### src/rtl/alu_opb_stage.sv
// Operand-B selector with rs2 forwarding, feeding a one-entry ready/valid
// register between decode and execute. Flags out-of-range selects stickily.
module alu_opb_stage #(
    parameter int XLEN    = 32,
    parameter int NUM_SRC = 4,
    parameter int SEL_W   = (NUM_SRC > 1) ? $clog2(NUM_SRC) : 1,
    parameter int RA_W    = 5
) (
    input  logic                    clk,
    input  logic                    rst,
    input  logic                    flush,
    input  logic                    in_valid,
    output logic                    in_ready,
    input  logic [SEL_W-1:0]        sel,
    input  logic [NUM_SRC*XLEN-1:0] src_bus,
    input  logic [RA_W-1:0]         rs2_addr,
    input  logic                    ex_fwd_we,
    input  logic [RA_W-1:0]         ex_fwd_addr,
    input  logic [XLEN-1:0]         ex_fwd_data,
    input  logic                    wb_fwd_we,
    input  logic [RA_W-1:0]         wb_fwd_addr,
    input  logic [XLEN-1:0]         wb_fwd_data,
    output logic                    out_valid,
    input  logic                    out_ready,
    output logic [XLEN-1:0]         op_b,
    output logic [1:0]              op_b_src,
    output logic                    sel_err
);

    localparam logic [1:0] TAG_NONE = 2'b00;
    localparam logic [1:0] TAG_EX   = 2'b01;
    localparam logic [1:0] TAG_WB   = 2'b10;
    localparam logic [1:0] TAG_ILL  = 2'b11;

    typedef struct packed {
        logic [XLEN-1:0] data;
        logic [1:0]      tag;
    } opb_t;

    logic [NUM_SRC-1:0][XLEN-1:0] srcs;
    opb_t nxt, held;
    logic vld, illegal, ex_hit, wb_hit, accept;

    assign srcs = src_bus;

    // x0 is hardwired zero, so a write to it must never be forwarded
    assign ex_hit = ex_fwd_we && (ex_fwd_addr == rs2_addr) && (rs2_addr != '0);
    assign wb_hit = wb_fwd_we && (wb_fwd_addr == rs2_addr) && (rs2_addr != '0);

    always_comb begin
        nxt     = '0;
        illegal = 1'b1;
        for (int i = 0; i < NUM_SRC; i++) begin
            if (sel == SEL_W'(i)) begin
                illegal  = 1'b0;
                nxt.data = srcs[i];
            end
        end
        if (illegal) begin
            nxt.tag = TAG_ILL;
        end else if (sel == '0) begin
            if (ex_hit) begin
                nxt.data = ex_fwd_data;
                nxt.tag  = TAG_EX;
            end else if (wb_hit) begin
                nxt.data = wb_fwd_data;
                nxt.tag  = TAG_WB;
            end else begin
                nxt.tag  = TAG_NONE;
            end
        end
    end

    assign in_ready = !vld || out_ready;
    assign accept   = in_valid && in_ready && !flush;

    always_ff @(posedge clk) begin
        if (rst) begin
            vld     <= 1'b0;
            held    <= '0;
            sel_err <= 1'b0;
        end else if (flush) begin
            vld <= 1'b0;
        end else if (accept) begin
            vld  <= 1'b1;
            held <= nxt;
            if (illegal)
                sel_err <= 1'b1;
        end else if (vld && out_ready) begin
            vld <= 1'b0;
        end
    end

    assign out_valid = vld;
    assign op_b      = held.data;
    assign op_b_src  = held.tag;

endmodule

### config.mk
export PLATFORM = sky130hd
export DESIGN_NAME = alu_opb_stage
export DESIGN_NICKNAME = d
export VERILOG_FILES = /design/src/rtl/alu_opb_stage.sv
export SDC_FILE = /design/constraint.sdc
export NUM_CORES = 1
export LEC_CHECK = 0
export CORE_MARGIN = 2
export CORE_UTILIZATION = 30
export CTS_CLUSTER_SIZE = 24
export DETAILED_ROUTE_END_ITERATION = 6
export PLACE_DENSITY = 0.79
export SYNTH_ARGS = -nofsm -noshare
export SYNTH_HDL_FRONTEND = slang
export SYNTH_SLANG_ARGS = --single-unit
export TNS_END_PERCENT = 20
### constraint.sdc
create_clock -name clk -period 1.9 [get_ports clk]
set_input_delay 0.19 -clock clk [delete_from_list [all_inputs] [get_ports clk]]
set_output_delay 0.19 -clock clk [all_outputs]
set_load 0.05 [all_outputs]
==> reports/results.txt <==
The repair_antennas step left the layout with diodes totalling 0. The first detailed-routing pass took 4 iterations. In the synthesized netlist, the number of instances is 344. Global routing used 24.0% of the available tracks. Area of the core region: 0.0102 mm². After synthesis, flip-flops and latches occupy 23.1% of the total area.

The logs give 36 for the clock sink count and 0 for the post-cts hold buffer count. The number of global-route vias before repair is 4149. The Yosys step of the flow raised 0 warnings. Yosys mapped the design onto 31 distinct sky130hd cell types.

For this configuration, the core starts out at a cell density of 30.6%. The residual DRC count was 0. Classification of the worst setup path: in2reg.

TritonCTS built the clock tree. The floorplan has 37 rows. Counting the buffers created by CTS gives 5. The share of the clock period used by the worst path after layout is 93.0%. The worst setup path is captured at a flip-flop. In this run, the number of DRC markers left after iteration 0 of detailed routing was 171. Counting the fill cells in the layout gives 868. The end-of-flow core utilization was 61.9%; the slew of the pin with the lowest slew margin was 601 ps.

The run gives 3994 as the via count of the routed design. The I/O pin count came out at 253. The tools report the maximum count of clock buffers along a single path as 2. The tools report the startpoint type of the worst setup path as a primary input.

Setup violations remaining at the end of the flow were counted as 0. The y dimension of the die was 106 µm; the final period demand of the worst path was 1770 ps. When the netlist entered floorplanning its net count stood at 560. In this run, synthesis produced a sequential element count of 36.

Clock network latency to the later pin of the worst-skew pair: 280 ps. The library cell used as clock root buffer is clkbuf_8. The run gives 1970 ps as the signal arrival time at the worst endpoint. Beginning of the worst register-to-register path: out_valid. The tools report the critical path startpoint as rs2_addr[0]. Wires add up to 14.5 mm. Static timing analysis puts the maximum clock frequency at 566 MHz. The number of antenna violations at the first check in global routing is 0. The path class of the tightest hold or removal check is reg2reg.

Routability congestion estimate: 0.943. Setup repair after global routing left no endpoint under its margin. Of all nets on the critical path, the largest fanout is 20. In this run the static leakage power is 2.26 nW. After routing, the total negative slack on setup checks comes to 0 ps. The number of vias per cell is 5.45, and the total die area is 0.0112 mm². The layout cell share with drive strength beyond 1 works out to 16.8%. For this run the aggregate overflow at the end of global routing stands at 0.

The run gives 0 as the residual antenna-violating net count after detailed routing. In this run the tool buffered the top-level ports with 252 buffer cells. The worst clock skew was 2.76 ps; the cell area after technology mapping was 0.00312 mm². Ranked by total cell area, the synthesized netlist is headed by dfxtp_1 (23%), mux4_2 (23%), a31oi_1 (6.4%). For the largest net degree at the start of global routing, the log shows 37.

Cell accounting for the most synthesized area: dfxtp_1. The normalized max-slew margin was 59.8%; the top cell type's share of synthesized area was 23.1%. The number of endpoints with negative hold slack in the final report came out at 0. The first global-routing pass estimated 21.5 mm of wire.

The clock slew at the register clock pins of the worst setup and hold paths was 70 ps; the power density over the cells was 427 mW/mm². The deepest level of the CTS H-tree came out at 2. The horizontal extent of the die was 106 µm; the average size of a mapped cell was 9.06 µm². After the last flow step, the layout net total stands at 812.

The area growth from synthesis to layout is 102%. In this run the most critical hold path is launched from op_b_src[1]. In this run, synthesis inferred 0 flip-flops with an integrated enable.

The largest vdd supply drop was 271 µV. The routed wire length per instance is 19.8 µm, and the data required time of the worst path is 2100 ps. The share of synthesized flip-flops with an asynchronous set or reset works out to 0%. The predominant post-synthesis flop cell is dfxtp_1. Max-cap violations in this run came to 0. Max-slew violation total from the final report: 0. The run finished with clean final reports.

Once detailed placement completed, the half-perimeter wirelength came to 11.1 mm.
## registers in the layout (all words and copies together), names as in the netlist
register and count:
op_b 32, op_b_src 2, out_valid 1, sel_err 1
## worst max-delay path: stages
cell             delay, ps
clkdlybuf4s50_1        440
buf_4                  180
xnor2_1                190
nand4_1                180
nor2_2                 190
buf_4                  290
a31oi_2                160
o32ai_4                140
## through the flow
| step | instance area, µm² | hold slack (ps) | cells | power, mW | setup slack (ps) |
|---|---|---|---|---|---|
| 5_1_grt | 6310 | 485 | 733 | 2.81 | 40.1 |
| 4_1_cts | 6090 | 461 | 728 | 2.68 | -6.14 |
| 6_report | 6310 | 458 | 733 | 2.69 | 133 |
| 2_1_floorplan | 3120 | 262 | 344 | 1.40 | -14.4 |
| 3_3_place_gp | 5940 | 442 | 720 | 2.07 | -275 |
| 3_5_place_dp | 5940 | 451 | 720 | 2.09 | -373 |
## cells in the final DEF (no fill, tap or decap), types with 2 or more instances in the layout
| cell type | synthesis | final |
|---|---|---|
| clkdlybuf4s50_1 | 0 | 245 |
| dfxtp_1 | 36 | 35 |
| nor3_1 | 33 | 33 |
| mux4_2 | 32 | 32 |
| a31oi_1 | 32 | 29 |
| buf_4 | 0 | 20 |
| mux2i_1 | 19 | 19 |
| inv_1 | 20 | 19 |
| a21oi_1 | 15 | 15 |
| nand2_1 | 15 | 15 |
| nand3_1 | 14 | 14 |
| a21boi_0 | 13 | 13 |
| o21ai_1 | 13 | 13 |
| o21bai_1 | 13 | 13 |
| xnor2_1 | 10 | 9 |
| buf_12 | 0 | 9 |
| o32ai_2 | 1 | 8 |
| o32ai_1 | 18 | 8 |
| clkbuf_8 | 0 | 6 |
| dlymetal6s2s_1 | 0 | 4 |
| nor2_2 | 0 | 3 |
| nand4_1 | 3 | 3 |
| a31oi_2 | 0 | 3 |
| o32ai_4 | 0 | 3 |
| clkbuf_16 | 0 | 3 |
| nor2b_1 | 2 | 2 |
| clkbuf_1 | 26 | 2 |
| buf_6 | 2 | 2 |
| buf_2 | 10 | 2 |
## per-layer routing
metal | GRT usage, % | wire length (µm) | vias to the layer above | share of wire [%]
li1 | - | - | 1847 | -
met1 | 27.0 | 5400 | 1869 | 37
met2 | 44.5 | 7520 | 250 | 52
met3 | 5.64 | 1260 | 28 | 8.7
met4 | 7.61 | 354 | 0 | 2.4
met5 | 0 | 0 | - | 0
## kinds of logic (layout without fill, tap and decap cells)
logic type / count (synthesis) / after routing / share of synthesized area (%)
AOI/OAI and AO/OA: 109 / 109 / 24.2
buffers and inverters: 60 / 313 / 8.11
xor gates and xnor gates: 10 / 10 / 2.81
DFF: 36 / 36 / 23.1
and+or+nand+nor: 78 / 78 / 12.6
muxes: 51 / 51 / 29.2
## cell type report
| class | instances | area (µm²) | share of cell area (%) |
|---|---|---|---|
| Inverter | 20 | 75.1 | 1.19 |
| Multi-Input combinational cell | 248 | 2310 | 36.6 |
| Tap cell | 136 | 170 | 2.70 |
| Clock buffer | 8 | 90.1 | 1.43 |
| Sequential cell | 36 | 722 | 11.4 |
| Timing Repair Buffer | 285 | 2940 | 46.6 |
## Yosys cell counts (2+ instances only)
library cell	n
a21boi_0	13
a21oi_1	15
a31oi_1	32
buf_1	2
buf_2	10
buf_6	2
clkbuf_1	26
dfxtp_1	36
inv_1	20
mux2i_1	19
mux4_2	32
nand2_1	15
nand3_1	14
nand4_1	3
nor2_1	4
nor2b_1	2
nor3_1	33
o211a_1	2
o211ai_2	2
o21ai_1	13
o21bai_1	13
o32ai_1	18
xnor2_1	10
## power breakdown
| part | switching (mW) | internal, mW |
|---|---|---|
| sequential | 0.0278 | 0.801 |
| clock | 0.274 | 0.296 |
| combinational | 0.544 | 0.749 |
## worst paths after layout
kind,endpoint,slack [ps],depth (start not counted)
max,op_b[19],130,8
min,op_b_src[1],460,2
max reg2reg,op_b[6],190,6
min reg2reg,op_b_src[1],460,2
## timing repair
item,CTS,global route
cloned,0,4
buffers inserted,0,1
pin swaps,1,5
setup endpoints to repair,22,33
gates resized for setup,9,22
Note: power is estimated with default switching activity, not from simulation.
